$ cat src/rtl/fetch_ctrl.sv
// Fetch controller: PC select, stall/flush steering, branch recovery,
// BTB update and branch performance counters.
module fetch_ctrl (
  input  logic        clk,
  input  logic        reset,
  input  logic        i_imem_wait,
  input  logic        i_id_stall,
  input  logic        i_ex_br_valid,
  input  logic        i_ex_taken,
  input  logic [15:0] i_ex_target,
  input  logic [15:0] i_ex_pc,
  input  logic        i_ex_pred_taken,
  input  logic [15:0] i_ex_pred_target,
  input  logic        i_btb_hit,
  output logic [1:0]  o_pc_sel,
  output logic [15:0] o_redirect_pc,
  output logic        o_pc_en,
  output logic        o_ifid_en,
  output logic        o_ifid_flush,
  output logic        o_idex_flush,
  output logic        o_fetch_valid,
  output logic        o_btb_we,
  output logic [15:0] o_btb_wpc,
  output logic [15:0] o_btb_wtarget,
  output logic        o_btb_wvalid,
  output logic        o_mispredict,
  output logic [15:0] o_br_count,
  output logic [15:0] o_mispred_count
);

  localparam logic [1:0] SEL_SEQ   = 2'b00;
  localparam logic [1:0] SEL_BTB   = 2'b01;
  localparam logic [1:0] SEL_REDIR = 2'b10;
  localparam logic [1:0] SEL_HOLD  = 2'b11;

  typedef enum logic [1:0] {
    BOOT,
    RUN,
    PEND,
    RECOVER
  } state_t;

  state_t      state_q, state_d;
  logic [15:0] pend_q, pend_d;
  logic [15:0] br_cnt_q, mp_cnt_q;

  logic        br_acc;
  logic        tgt_miss;
  logic        mp;
  logic [15:0] rec_pc;
  logic [1:0]  norm_sel;

  // Branches resolving outside RUN belong to a squashed path.
  assign br_acc   = (state_q == RUN) & i_ex_br_valid;
  assign tgt_miss = i_ex_target != i_ex_pred_target;
  assign mp       = br_acc &
                    ((i_ex_taken != i_ex_pred_taken) |
                     (i_ex_taken & i_ex_pred_taken & tgt_miss));
  assign rec_pc   = i_ex_taken ? i_ex_target : i_ex_pc + 16'd2;
  assign norm_sel = i_btb_hit ? SEL_BTB : SEL_SEQ;

  always_ff @(posedge clk or posedge reset) begin
    if (reset) begin
      state_q <= BOOT;
      pend_q  <= 16'h0000;
    end else begin
      state_q <= state_d;
      pend_q  <= pend_d;
    end
  end

  always_comb begin
    state_d       = state_q;
    pend_d        = pend_q;
    o_pc_sel      = SEL_HOLD;
    o_pc_en       = 1'b0;
    o_ifid_en     = 1'b0;
    o_ifid_flush  = 1'b0;
    o_idex_flush  = 1'b0;
    o_fetch_valid = 1'b0;
    o_mispredict  = 1'b0;
    o_redirect_pc = rec_pc;
    unique case (state_q)
      BOOT: state_d = RUN;
      RUN: begin
        if (mp) begin
          o_mispredict = 1'b1;
          o_ifid_flush = 1'b1;
          o_idex_flush = 1'b1;
          if (i_imem_wait) begin
            pend_d  = rec_pc;
            state_d = PEND;
          end else begin
            o_pc_sel  = SEL_REDIR;
            o_pc_en   = 1'b1;
            o_ifid_en = 1'b1;
            state_d   = RECOVER;
          end
        end else if (i_imem_wait | i_id_stall) begin
          o_idex_flush = i_id_stall & ~i_imem_wait;
        end else begin
          o_pc_sel      = norm_sel;
          o_pc_en       = 1'b1;
          o_ifid_en     = 1'b1;
          o_fetch_valid = 1'b1;
        end
      end
      PEND: begin
        o_redirect_pc = pend_q;
        if (!i_imem_wait) begin
          o_pc_sel  = SEL_REDIR;
          o_pc_en   = 1'b1;
          o_ifid_en = 1'b1;
          state_d   = RECOVER;
        end
      end
      RECOVER: begin
        o_ifid_flush = 1'b1;
        state_d      = RUN;
        if (!i_imem_wait) begin
          o_pc_sel  = norm_sel;
          o_pc_en   = 1'b1;
          o_ifid_en = 1'b1;
        end
      end
      default: state_d = BOOT;
    endcase
  end

  // Install on a missed or wrong taken target, invalidate on a false taken.
  assign o_btb_we      = br_acc &
                         ((i_ex_taken & (~i_ex_pred_taken | tgt_miss)) |
                          (~i_ex_taken & i_ex_pred_taken));
  assign o_btb_wvalid  = i_ex_taken;
  assign o_btb_wpc     = i_ex_pc;
  assign o_btb_wtarget = i_ex_target;

  always_ff @(posedge clk or posedge reset) begin
    if (reset) begin
      br_cnt_q <= 16'h0000;
      mp_cnt_q <= 16'h0000;
    end else begin
      if (br_acc && br_cnt_q != 16'hFFFF)
        br_cnt_q <= br_cnt_q + 16'd1;
      if (mp && mp_cnt_q != 16'hFFFF)
        mp_cnt_q <= mp_cnt_q + 16'd1;
    end
  end

  assign o_br_count      = br_cnt_q;
  assign o_mispred_count = mp_cnt_q;

endmodule

$ cat config.mk
export PLATFORM = sky130hd
export DESIGN_NAME = fetch_ctrl
export DESIGN_NICKNAME = d
export VERILOG_FILES = /design/src/rtl/fetch_ctrl.sv
export SDC_FILE = /design/constraint.sdc
export NUM_CORES = 1
export LEC_CHECK = 0
export ABC_AREA = 1
export CORE_ASPECT_RATIO = 1.2
export CORE_UTILIZATION = 41
export DETAILED_ROUTE_END_ITERATION = 7
export GPL_TIMING_DRIVEN = 0
export MAX_ROUTING_LAYER = met4
export PLACE_DENSITY = 0.78
export REMOVE_ABC_BUFFERS = 1
export SKIP_CTS_REPAIR_TIMING = 1
export SLEW_MARGIN = 20
export SYNTH_ARGS = -nofsm -noshare
export SYNTH_HDL_FRONTEND = slang
export SYNTH_SLANG_ARGS = --single-unit
$ cat constraint.sdc
create_clock -name clk -period 1.5 [get_ports clk]
set_input_delay 0.15 -clock clk [delete_from_list [all_inputs] [get_ports clk]]
set_output_delay 0.15 -clock clk [all_outputs]
set_load 0.01 [all_outputs]
==> impl_metrics.ini, run 1 <==
[pwr]
combPwrFrac = 0.598
p_switching_uw = 2958
seq_power_share = 0.288
power_frac_clock = 0.114
p_int_uw = 4048
p_sw_frac = 0.4222
ir_worst_vdd_mv = 1.020
p_per_area_nw_per_um2 = 1109
p_leak_uw = 0.003188

[clock_network]
h-tree-depth = 2
cts_tree = done
clockBufferDepth = 2
cts_num_sinks = 50
numCtsBuffers = 5
insertion_delay_ns = 0.31
clkTransAtPathRegs_ns = 0.10
clockRootBuffer = clkbuf_8

[die]
core_um2 = 9176
die_w_um = 91.35
initial_utilization = 0.4280
die_area_um2 = 9976
std_cell_rows = 38
die_h_um = 109.2
io_pins = 146

[timing]
worst_slew_pin_slew_ns = 0.5339
fin_crit_sh = 1.254
slew_headroom = 0.6408
post-route-min-period_ns = 1.880
finalHoldViolations = 0
rsz0062_at_grt = yes
hold-worst-slack_ns = 0.1888
layout_setup_ws_ns = -0.3804
setup_viol = 70
maxSlewViolCount = 0
finClkSkew_ns = 0.009737
timing.fmax_mhz = 531.8

[synth]
synth.most_common_cell = nand2_1
yosysSeqAreaShare = 0.3186
synth_top_area_cell = dfrtp_1
synth.avg_cell_area_um2 = 6.939
synth_top_area_frac = 0.3186
ys_warn_count = 0
synthTopCellsByArea = dfrtp_1 32%, nand2_1 16%, inv_1 8.0%
synth_area_um2 = 3928
synth_common_cells = 165 x nand2_1, 84 x inv_1, 50 x dfrtp_1, 38 x nor2_1, 34 x buf_4
synth-edff-count = 0
ys_async_sr_fraction = 1.000
ys_seq_elements = 50
ys_types = 40
synth_ff_type = dfrtp_1
netlist_instances = 566

[cells_and_area]
n_antenna_cell = 0
syn2layout_area_growth_pct = 60.85
fillers = 697
final_layout_size_suffix_gt1_frac = 0.3767
fin_cells = 850
fin_nets = 795
post-route-cell-area_um2 = 6317

[setup_path]
arrival_ns = 2.08
cp-start-kind = flop
end_kind = flop
crit_type = reg2reg
worstPathRequired_ns = 1.70
critPathMaxFanout = 8

[global_route]
antenna_found_initial = 0
grt_max_degree = 34
grt_pass1_vias = 3808
grt_usage = 0.2250
grt-ovfl-total = 0
grt_pass1_wl_mm = 17.43

[drt]
ant_nets = 0
route.detailed.drc = 0
drt_iter0_drc = 189
routedWlPerCell_um = 16.47
routed-via-count = 4471
drt_wl_total_mm = 14.00
vias_per_cell = 5.260
first_pass_iters = 5

[flow_run]
cap_viol_max_count = 0

[outcome]
violations = negative setup slack
status = finished with violations

[place]
dpl-instance-area_um2 = 5201
io_buffers = 145
dp_hpwl_mm = 8.211
placedCellCount = 785
gp_congestion = 0.8965

[min_path]
hold_path_class = in2reg
[flip-flops by register name, indices dropped and copies added (netlist names)]
name             flops
o_br_count          16
o_mispred_count     16
pend_q              16
state_q              2
[final timing paths]
check | startpoint | end | slack [ns] | cells after the start
max | o_mispred_count[1] | o_mispred_count[8] | -0.38 | 11
min | i_ex_target[10] | pend_q[10] | 0.19 | 4
max reg2reg | o_mispred_count[1] | o_mispred_count[8] | -0.38 | 11
min reg2reg | o_br_count[14] | o_br_count[14] | 0.50 | 1
max in group asynchronous | reset | o_br_count[12] | 0.75 | 3
min in group asynchronous | reset | pend_q[8] | 0.20 | 2
[cell families (layout without fill, tap and decap cells)]
kind of cell | Yosys count | in the layout | synth area share
xor+xnor | 27 | 27 | 0.06021
compound gates | 73 | 73 | 0.1160
buf+inv | 137 | 296 | 0.1746
fa+ha+maj | 9 | 9 | 0.02867
simple gates | 270 | 275 | 0.3020
flops | 50 | 50 | 0.3186
[power groups by stage]
stage          sequential (µW)  clock [µW]  combinational [µW]
2_1_floorplan             2000           0                1510
3_3_place_gp              1970           0                2950
3_5_place_dp              1990           0                3050
4_1_cts                   1970         809                3070
5_1_grt                   2050         843                4530
6_report                  2010         798                4190
[cell usage in the layout, fill, tap and decap left out, types with 25 or more instances in the layout]
cell type	instances
o21ai_2	25
dfrtp_1	34
buf_6	31
clkdlybuf4s50_1	66
nor2_1	25
nand2_1	142
buf_4	38
inv_1	63
[metrics by stage]
stage | TNS, ns | utilization | total power, µW | setup WS [ns]
floorplan | -11.14 | - | 3508 | -0.3860
global placement | -106.75 | 0.5646 | 4926 | -1.493
detailed placement | -66.34 | 0.5668 | 5035 | -1.540
CTS | -58.59 | 0.5751 | 5846 | -1.559
global route | -19.30 | 0.6884 | 7417 | -0.4515
finish | -14.53 | 0.6884 | 7005 | -0.3804
[cell type report]
cell class                 count  area (µm²)  share of cell area
clock buffer                   7       76.32             0.01208
sequential                    50        1271              0.2012
timing repair inverter         2       15.01            0.002377
timing repair buffer         197        1898              0.3005
multi-input combinational    384        2540              0.4021
inverter                      90       366.6             0.05803
tap                          120       150.1             0.02377
[per-layer routing]
layer / vias to the layer above / routed length, µm / global-route usage
li1: 2074 / - / -
met4: 0 / 342 / 0.07029
met5: - / 0 / -
met3: 34 / 1023 / 0.03835
met2: 233 / 7339 / 0.4215
met1: 2130 / 5298 / 0.2429
[worst max-delay path, cell delays in order, from the launching register on]
cell	delay, ns
dfrtp_1	0.44
ha_4	0.18
nand3_4	0.10
inv_4	0.08
nand2_4	0.06
nor3_4	0.29
nand4_4	0.14
buf_12	0.18
nand2_8	0.10
nor2_2	0.05
nand2_1	0.07
nand2_1	0.07
No activity file was read; power rests on OpenSTA's default activity.
==> run 2: changes to the inputs <==
--- a/config.mk
+++ b/config.mk
@@ -9,2 +9,3 @@
 export CORE_ASPECT_RATIO = 1.2
+export CORE_MARGIN = 2
 export CORE_UTILIZATION = 41
@@ -12,2 +13,3 @@
 export GPL_TIMING_DRIVEN = 0
+export HOLD_SLACK_MARGIN = 0.1
 export MAX_ROUTING_LAYER = met4
==> constraint.sdc (replaced) <==
create_clock -name clk -period 1.5 [get_ports clk]
set_input_delay 0.375 -clock clk [delete_from_list [all_inputs] [get_ports clk]]
set_output_delay 0.375 -clock clk [all_outputs]
set_load 0.01 [all_outputs]
==> run 2 against run 1 <==
Against the previous run: the flow still finishes with violations (negative setup slack); highest routed layer unchanged; critical path type is now in2out; die area increased by 4.1%; critical endpoint is now o_redirect_pc[15]; clock skew decreased by 0.0025 ns; design area is 1.6% higher; worst hold slack better by 0.26 ns; wire length is 6.3% lower; via count fell by 3.1%; first-iteration DRC count decreased by 16%; utilization shrank 0.72 points; fmax decreased by 17%.
==> impl_metrics.ini, run 2 (same netlist as run 1, synthesis figures left out) <==
[drt]
ant_nets = 0
m1WireLength_mm = 4.785
routed-via-count = 4334
first_pass_iters = 4
met3_length_mm = 1.057
drt_iter0_drc = 159
maxUsedRoutingLayer = met4
route.detailed.drc = 0
drt_wl_total_mm = 13.12
wl_met2_mm = 7.012
vias_per_cell = 5.093
routedWlPerCell_um = 15.42

[clock_network]
cts_num_sinks = 50
clockRootBuffer = clkbuf_16
numCtsBuffers = 5
clockBufferDepth = 2
cts_tree = done
insertion_delay_ns = 0.29
clkTransAtPathRegs_ns = 0.06
h-tree-depth = 2

[setup_path]
cp-start-kind = input pin
worstPathRequired_ns = 1.12
arrival_ns = 1.88
slowest_stage = nor2_4
crit_type = in2out
end_kind = output port
critPathMaxFanout = 4
crit_path_cell_trace = buf_8 > ha_4 > nand2_4 > nor2_4 > nand2_2 > nor2_4 > nand2_2 > nor2_2 > xor2_1 > nand2_1 > o21ai_2 > nand2_1 > o21ai_1 > buf_2
max_stage_delay_ns = 0.16

[pwr]
p_per_area_nw_per_um2 = 1144
finalPower_uw = 7339
p_leak_uw = 0.003590
ir_worst_vdd_mv = 1.340

[global_route]
grt_pass1_wl_mm = 16.68
grt_usage = 0.1995
grt_pass1_vias = 3727
grt_max_degree = 34
grt-ovfl-total = 0
antenna_found_initial = 1

[cells_and_area]
layout_commonest_cell = nand2_1
fin_nets = 791
syn2layout_area_growth_pct = 63.36
final_core_util = 0.6813
final_layout_size_suffix_gt1_frac = 0.4168
fillers = 693
final_cell_mix = 124 x nand2_1, 60 x inv_1, 43 x dlymetal6s2s_1

[timing]
fin_crit_sh = 1.504
slew_headroom = 0.6080
timing.fmax_mhz = 443.2
setup_viol = 69
rsz0062_at_grt = yes
layout_setup_ws_ns = -0.7564
finalHoldViolations = 0
maxSlewViolCount = 0
finClkSkew_ns = 0.007206
hold-worst-slack_ns = 0.4445
worst_slew_pin_slew_ns = 0.5872
post-route-min-period_ns = 2.256

[outcome]
status = finished with violations
violations = negative setup slack

[die]
initial_utilization = 0.4170
die_w_um = 93.35
die_area_um2 = 10380
die_h_um = 111.2
io_pins = 146
std_cell_rows = 39
core_um2 = 9418

[place]
io_buffers = 145
dp_hpwl_mm = 8.020
gp_congestion = 0.9441

[min_path]
hold_path_class = in2reg

[flow_run]
cap_viol_max_count = 0
==> run 2: cell count changes in the layout (fill, tap and decap cells not counted), moves of 4 or more <==
| cell | change |
|---|---|
| clkbuf_16 | +4 |
| clkbuf_8 | -4 |
| clkdlybuf4s50_1 | -31 |
| dlymetal6s2s_1 | +22 |
| inv_2 | +5 |
| nand2_1 | -18 |
| nand2_2 | +19 |
| nand3_1 | +4 |
| o21ai_1 | -9 |
| o21ai_2 | +9 |
==> run 2: power breakdown <==
group,total [µW],internal [µW],switching (µW)
Clock,1170,671,495
Sequential,2060,1730,326
Combinational,4120,2000,2120
Total,7340,4400,2940
==> run 2: final timing paths <==
path	startpoint	endpoint	slack, ns	depth (start not counted)
max reg2reg	o_mispred_count[1]	o_mispred_count[8]	-0.42	11
min reg2reg	o_br_count[8]	o_br_count[8]	0.49	1
min	i_ex_target[15]	pend_q[15]	0.44	5
min in group asynchronous	reset	o_mispred_count[1]	0.46	2
max in group asynchronous	reset	o_br_count[12]	0.49	3
max	i_ex_pc[2]	o_redirect_pc[15]	-0.76	14
==> run 2: final cells by class <==
| cell class | instances | area, µm² | area share |
|---|---|---|---|
| multi-input combinational | 384 | 2537 | 0.3955 |
| timing repair buffer | 193 | 1928 | 0.3005 |
| sequential | 50 | 1270 | 0.1979 |
| inverter | 90 | 357.8 | 0.05577 |
| tap | 123 | 153.9 | 0.02399 |
| clock buffer | 7 | 142.6 | 0.02223 |
| timing repair inverter | 2 | 15.01 | 0.002340 |
| clock inverter | 1 | 8.758 | 0.001365 |
| antenna | 1 | 2.502 | 0.0003900 |
==> run 2: critical path, delay by kind of cell <==
family	cells	cell delay [ns]
fa+ha+maj	1	0.15
compound gates	2	0.15
simple gates	8	0.80
xor+xnor	1	0.16
buf+inv	2	0.25
==> run 2: layer usage <==
metal / vias up / GRT usage
met5: - / -
met3: 28 / 0.05846
li1: 2072 / -
met2: 182 / 0.3376
met1: 2052 / 0.2202
met4: 0 / 0.07353
==> run 2: stage by stage <==
stage / cell area [µm²] / TNS, ns / cells / setup slack [ns]
after floorplan: 3580 / -20.15 / 519 / -0.4394
after global placement: 5185 / -150.27 / 787 / -1.909
after detailed placement: 5205 / -97.90 / 788 / -1.941
after CTS: 5356 / -93.02 / 796 / -1.960
after global routing: 6416 / -27.20 / 851 / -0.8610
final: 6416 / -21.63 / 851 / -0.7564
